<file path="src/rtl/seg_scan_driver.sv">
// Multiplexed 4-digit seven-segment scan driver with per-slot blanking and a double-buffered value.
// Optional build macro: LEADING_ZERO_BLANK_EN suppresses digits above the most significant nonzero nibble.
module seg_scan_driver #(
  parameter int SCAN_DIV     = 12500,
  parameter int BLANK_CYCLES = 64
) (
  input  logic        clock,
  input  logic        reset,
  input  logic [15:0] value,
  input  logic        load,
  input  logic [3:0]  digit_en,
  output logic [6:0]  lcd,
  output logic [3:0]  digits,
  output logic [1:0]  scan_idx,
  output logic        frame_done,
  output logic        state_dbg
);

  localparam int CW = (SCAN_DIV > 2) ? $clog2(SCAN_DIV) : 1;

  typedef enum logic {ST_BLANK = 1'b0, ST_ON = 1'b1} state_t;

  localparam state_t ST_INIT = (BLANK_CYCLES == 0) ? ST_ON : ST_BLANK;

  state_t        state, state_nxt;
  logic [CW-1:0] cnt, cnt_nxt;
  logic [15:0]   shadow, pending;
  logic          pend_flag;
  logic          wrap, boundary;
  logic [3:0]    nib;
  logic          show;
  logic [6:0]    lcd_nxt;
  logic [3:0]    digits_nxt;

  function automatic logic [6:0] hex7(input logic [3:0] n);
    case (n)
      4'h0: hex7 = 7'h3F;
      4'h1: hex7 = 7'h06;
      4'h2: hex7 = 7'h5B;
      4'h3: hex7 = 7'h4F;
      4'h4: hex7 = 7'h66;
      4'h5: hex7 = 7'h6D;
      4'h6: hex7 = 7'h7D;
      4'h7: hex7 = 7'h07;
      4'h8: hex7 = 7'h7F;
      4'h9: hex7 = 7'h6F;
      4'hA: hex7 = 7'h77;
      4'hB: hex7 = 7'h7C;
      4'hC: hex7 = 7'h39;
      4'hD: hex7 = 7'h5E;
      4'hE: hex7 = 7'h79;
      default: hex7 = 7'h71;
    endcase
  endfunction

`ifdef LEADING_ZERO_BLANK_EN
  logic [1:0] msn;
  always_comb begin
    msn = 2'd0;
    if (shadow[15:12] != 4'h0)     msn = 2'd3;
    else if (shadow[11:8] != 4'h0) msn = 2'd2;
    else if (shadow[7:4] != 4'h0)  msn = 2'd1;
  end
  // Digit 0 always passes since msn is never below 0.
  assign show = digit_en[scan_idx] && (scan_idx <= msn);
`else
  assign show = digit_en[scan_idx];
`endif

  assign state_dbg = (state == ST_ON);

  always_comb begin
    wrap       = (cnt == CW'(SCAN_DIV - 1));
    boundary   = wrap && (scan_idx == 2'd3);
    cnt_nxt    = wrap ? '0 : cnt + CW'(1);
    state_nxt  = (32'(cnt_nxt) < BLANK_CYCLES) ? ST_BLANK : ST_ON;
    nib        = shadow[{scan_idx, 2'b00} +: 4];
    lcd_nxt    = 7'h7F;
    digits_nxt = 4'hF;
    if (state == ST_ON && show) begin
      digits_nxt = ~(4'b0001 << scan_idx);
      lcd_nxt    = ~hex7(nib);
    end
  end

  always_ff @(posedge clock or posedge reset) begin
    if (reset) begin
      cnt        <= '0;
      scan_idx   <= 2'd0;
      state      <= ST_INIT;
      lcd        <= 7'h7F;
      digits     <= 4'hF;
      frame_done <= 1'b0;
      shadow     <= 16'h0;
      pending    <= 16'h0;
      pend_flag  <= 1'b0;
    end else begin
      cnt        <= cnt_nxt;
      state      <= state_nxt;
      lcd        <= lcd_nxt;
      digits     <= digits_nxt;
      frame_done <= boundary;
      if (wrap) scan_idx <= scan_idx + 2'd1;
      // A load landing on the frame boundary bypasses the pending buffer.
      if (boundary) begin
        if (load)           shadow <= value;
        else if (pend_flag) shadow <= pending;
        pend_flag <= 1'b0;
      end else if (load) begin
        pending   <= value;
        pend_flag <= 1'b1;
      end
    end
  end

endmodule

</file>
<file path="config.mk">
export PLATFORM = sky130hd
export DESIGN_NAME = seg_scan_driver
export DESIGN_NICKNAME = d
export VERILOG_FILES = /design/src/rtl/seg_scan_driver.sv
export SDC_FILE = /design/constraint.sdc
export NUM_CORES = 1
export LEC_CHECK = 0
export CORE_MARGIN = 2
export CORE_UTILIZATION = 50
export CTS_BUF_LIST = sky130_fd_sc_hd__clkbuf_8 sky130_fd_sc_hd__clkbuf_16
export CTS_CLUSTER_DIAMETER = 50
export DETAILED_ROUTE_END_ITERATION = 8
export GPL_ROUTABILITY_DRIVEN = 0
export PLACE_DENSITY = 0.76
export REMOVE_ABC_BUFFERS = 1
export SLEW_MARGIN = 20
export SYNTH_ARGS = -nofsm -noshare
export SYNTH_HDL_FRONTEND = slang
export SYNTH_SLANG_ARGS = --single-unit
export TNS_END_PERCENT = 50
</file>
<file path="constraint.sdc">
create_clock -name clock -period 2.5 [get_ports clock]
set_clock_uncertainty 0.2 [all_clocks]
set_input_delay 0.75 -clock clock [delete_from_list [all_inputs] [get_ports clock]]
set_output_delay 0.75 -clock clock [all_outputs]
set_load 0.03 [all_outputs]
</file>
==> Yosys cells after proc, flatten, opt, wreduce, memory -nomap -nowiden <==
Memories as Yosys holds them, arrays and structs flattened.
Cells that the tools add are included.
{ "word_totals": {"ff_bits": 62, "romBits": 112, "in_bits": 23, "mem_count": 1} }
{ "mem_list": {"columns": ["memory", "words", "word_bits", "read_ports", "rd_clocked_by_memory_dff", "write_ports", "line", "rtl"], "rows": [
  ["(no name shown)", 16, 7, 1, 0, 0, "36", "case (n)"]
]} }
{ "op_classes": {"addsub": 2, "magnitude_cmp": 2, "n_eq_ne": 2, "n_shift": 2, "mux": 11, "bitwise_logic": 3, "reduce_logical": 6} }
{ "ops": {"columns": ["cell", "n"], "rows": [
  ["two-way mux 16 bit", 2],
  ["indexed part select 16 x 5 -> 4 bit", 1],
  ["adder 14 x 1 -> 14 bit (second input constant)", 1],
  ["== test 14 bit (second input constant)", 1],
  ["less-than comparator 14 x 7 -> 1 bit (second input constant)", 1],
  ["two-way mux 14 bit", 1],
  ["two-way mux 7 bit", 2],
  ["inverter 7 bit", 1],
  ["two-way mux 1 bit", 4],
  ["two-way mux 4 bit", 1],
  ["inverter 4 bit", 1],
  ["AND reduction 2 bit", 2],
  ["nonzero test 2 bit", 2],
  ["<< shifter 1 x 2 -> 4 bit (first input constant)", 1],
  ["less-than comparator 2 x 3 -> 1 bit (second input constant)", 1],
  ["adder 2 x 1 -> 2 bit (second input constant)", 1],
  ["binary-select mux 1 bit (select 2 bit)", 1],
  ["== test 2 bit (second input constant)", 1],
  ["logical AND 1 bit", 2],
  ["inverter 1 bit", 1]
]} }

==> Depth between registers and ports, before layout <==
{ "logic_depth": {"ltp_word": 6, "mapped_depth": 7} }

==> Worst setup path before layout <==
Ideal clock, no wire load.
{ "synth_path": {"path_kind": "register -> register", "startpoint": "register scan_idx[0]", "endpoint": "register lcd[3]", "arrival_time_ns": 2.211, "required_time_ns": 2.220, "slack_ns": 0.009, "stages_incl_launch_ff": 8, "path_buffers": 1, "period_less_slack_ns": 2.491, "cell_sequence": "dfrtp_1 buf_2 mux4_2 inv_1 ha_1 inv_1 mux4_2 nand2b_1"} }
{ "synth_between": {"elab_chain_cells": 5, "word_cells_on_any_way": 8, "cone_classes": "shift: 1; mux: 4; bitwise: 1; reduce/logical: 1; memory: 1"} }
{ "synth_rtl": {"columns": ["item", "line", "rtl"], "rows": [
  ["from (decl)", "14", "output logic [1:0] scan_idx,"],
  ["from (signal assigned)", "103", "if (wrap) scan_idx <= scan_idx + 2'd1;"],
  ["indexed part select 16 x 5 -> 4 bit", "77", "nib = shadow[{scan_idx, 2'b00} +: 4];"],
  ["memory read (16 x 7 bit)", null, null],
  ["two-way mux 7 bit", "80", "if (state == ST_ON && show) begin"],
  ["inverter 7 bit", "82", "lcd_nxt = ~hex7(nib);"],
  ["two-way mux 7 bit *", "80", null],
  ["via lcd_nxt[3]", "32", "logic [6:0] lcd_nxt;"],
  ["to (signal assigned)", "100", "lcd <= lcd_nxt;"],
  ["to (decl)", "12", "output logic [6:0] lcd,"]
]} }
Mark *: on every way through the listed nets, which the timed path passes. The rest lies on a longest branch. The select of a mux whose other input is x is not followed.
A chain may end at the register's enable or synchronous reset.

==> Worst setup path in the final report <==
{ "layout_path": {"startpoint": "register lcd[6]", "endpoint": "output lcd[6]"} }
No word-level cell between the ends.

==> results_dict.tcl <==
set metrics [dict create \
    synth-edff-count 0 \
    async_flop_share_pct 100 \
    drt_wl_total_um 5730 \
    rows 28 \
    drive_gt1_share_pct 30.1 \
    grt-busiest-layer "met2" \
    port_buffers 37 \
    rsz0062_at_grt "no" \
    whs_ps 293 \
    core_area_um2 5960 \
    grt_overflow 0 \
    yosys_most_used_dff "dfrtp_1" \
    p_leak_nw 1.64 \
    die_h_um 82.5 \
    critical_path_class "flop to output pin" \
    pin_count 38 \
    synth_seq_cells 62 \
    drc 0 \
    path_cells "clkdlybuf4s50_1" \
    hold_path_depth 1 \
    fin_tns_setup_ps 0 \
    crit_path_max_fanout 1 \
    rr_worst_depth 4 \
    worst_setup_path_start_kind "flop" \
    tightest_slew_ps 623 \
    ys_types 46 \
    nFillCells 471 \
    vias_per_cell 5.41 \
    ir_drop_mv 0.306 \
    ff2ff_setup_slack_ps 140 \
    final_hold_viol_count 0 \
    htreeDepth 3 \
    synthTopCellsByArea "dfrtp_1, mux2_2, dfstp_2, mux4_2, ha_1" \
    cp_slowest_stage_delay_ps 660 \
    period_share_pct 98.9 \
    cts_tree "yes" \
    power_density_nw_per_um2 524 \
    min_path_type "flop to flop" \
    wl_per_cell_um 15.6 \
    rr_startpoint "cnt[10]" \
    worst_skew_pair.late_latency_ps 350 \
    fin_area_um2 3780 \
    place_area_um2 3590 \
    final_max_slew_viol_count 0 \
    post-cts-setup-buffers 0 \
    fp.dieW_um 82.5 \
    worstReg2RegEnd "shadow[4]" \
    synth.avg_cell_area_um2 12.9 \
    grt.total_usage_pct 19.1 \
    gr-usage-met3_pct 3.59 \
    clkTransAtPathRegs_ps 70 \
    mappedNetlistArea_um2 3080 \
    worstPathRequired_ps 1550 \
    yosysTopAreaCellShare_pct 41.4 \
    met1_usage_pct 25.3 \
    antennaDiodeCount 0 \
    fmax_mhz 404 \
    yosysWarningCount 0 \
    grt_pass1_wl_um 9440 \
    vias 1984 \
    grt_pass1_vias 2003 \
    cap_violations 0 \
    grtUsageMet2_pct 29.4 \
    hpwl_um 4030 \
    ant_nets 0 \
    hp-start "shadow[4]" \
    die_area_um2 6810 \
    initial_core_util_pct 51.7 \
    yosys.area.top_type "dfrtp_1" \
    synthCells 238 \
    cts.path.max_buffers 2 \
    min_to "shadow[4]" \
    numClockSinks 62 \
    end_kind "output pin" \
    grt_max_degree 63 \
    syn_to_final_growth_pct 22.8 \
    path_buf_inv 1 \
    setup_violations 0 \
    critPathTopFamily "buffers and inverters" \
    dr.first_iter.drc_count 104 \
    antenna_found_initial 0 \
    status "finished, final reports clean" \
    cp_data_arrival_time_ps 1520 \
    num-nets-final 320 \
    critical_path.slowest_cell "clkdlybuf4s50_1" \
    slew_headroom_pct 58.1 \
    first_pass_iters 4 \
    yosysSeqAreaShare_pct 50.8 \
    cts_buffers 9 \
    final.min_clock_period_ps 2470 \
    root_buffer "clkbuf_8" \
]
==> kinds of logic (layout without fill, tap and decap cells) <==
kind of cell | Yosys count | in the layout | share of synthesized area (%)
xor gates and xnor gates | 12 | 12 | 3.41
AOI/OAI and AO/OA | 17 | 17 | 4.10
muxes | 60 | 60 | 24.0
and+or+nand+nor | 59 | 59 | 11.0
buffers and inverters | 18 | 72 | 2.60
DFF | 62 | 62 | 50.8
adders and majority gates | 10 | 10 | 4.06
==> power by group <==
part | switching [mW] | total, mW | leakage, nW | internal, mW
combinational | 0.0514 | 0.138 | 0.759 | 0.0861
sequential | 0.0126 | 1.04 | 0.772 | 1.03
clock | 0.376 | 0.803 | 0.108 | 0.427
total | 0.440 | 1.98 | 1.64 | 1.54
==> worst max-delay path by stage <==
stage / start / to / slack [ps] / depth (start not counted)
after floorplan: cnt[9] / shadow[0] / -10 / 4
after global placement: load / shadow[13] / 70 / 4
after detailed placement: load / shadow[1] / 50 / 4
after CTS: digits[0] / digits[0] / 4 / 1
after global routing: lcd[5] / lcd[5] / 3 / 1
final: lcd[6] / lcd[6] / 30 / 1
==> area by class of cell <==
type | instances | area (µm²) | share of cell area, %
multi-input cells | 158 | 1440 | 38.0
clock buffers | 12 | 165 | 4.37
inverters | 7 | 26.3 | 0.694
repair buffers | 49 | 482 | 12.7
flip-flops and latches | 62 | 1570 | 41.4
clock inverters | 4 | 15.0 | 0.397
well taps | 75 | 93.8 | 2.48
==> layout by cell type (no fill, tap or decap), types with 2 or more instances in the layout <==
cell             synthesis  final
nor3_1                   4      4
buf_4                    1     11
dfstp_2                 11     11
nand2b_1                 3      3
xor2_1                   4      4
dfrtp_1                 51     51
and2_1                   3      3
ha_1                    10     10
mux2i_1                  3      3
mux2_1                  10     10
xnor2_1                  8      8
nand4_1                  2      2
clkdlybuf4s50_1          0     29
mux4_2                   6      6
o21ai_0                  4      4
dlygate4sd2_1            0      3
nand3_1                  4      4
nand2_1                 17     17
clkbuf_8                 0     12
mux2_2                  41     41
nor2_1                  11     11
and4_1                   2      2
o211ai_1                 3      3
dlymetal6s2s_1           0      5
o311ai_0                 2      2
inv_1                    7     10
==> metrics by stage <==
stage                     power, mW  utilization, %  setup WS, ps  instances
after floorplan                1.13               -         -10.0        227
after global placement         1.20            60.4          65.4        351
after detailed placement       1.20            60.4          46.7        351
after CTS                      2.00            63.3          4.40        367
after global routing           2.05            63.5          2.90        367
final                          1.98            63.5          27.0        367
==> per-layer routing <==
metal | routed length, µm | part of all wire (%)
met4 | 125 | 2.2
met5 | 0 | 0
met3 | 200 | 3.5
met1 | 2700 | 47
met2 | 2700 | 47
==> registers in the layout (all words and copies together), names as in the netlist <==
register / count
pend_flag: 1
scan_idx: 2
cnt: 14
lcd: 7
shadow: 16
state_dbg: 1
pending: 16
frame_done: 1
digits: 4
==> synth_stat cells, types with 4 or more instances <==
library cell  count
dfrtp_1          51
mux2_2           41
nand2_1          17
dfstp_2          11
nor2_1           11
ha_1             10
mux2_1           10
clkbuf_1          8
xnor2_1           8
inv_1             7
mux4_2            6
nand3_1           4
nor3_1            4
o21ai_0           4
xor2_1            4
==> what timing repair did <==
item,in CTS,in global routing
setup endpoints to repair,3,5
gates cloned,0,0
gates resized for setup,3,5
hold buffers,0,0
No activity file was read; power rests on OpenSTA's default activity.
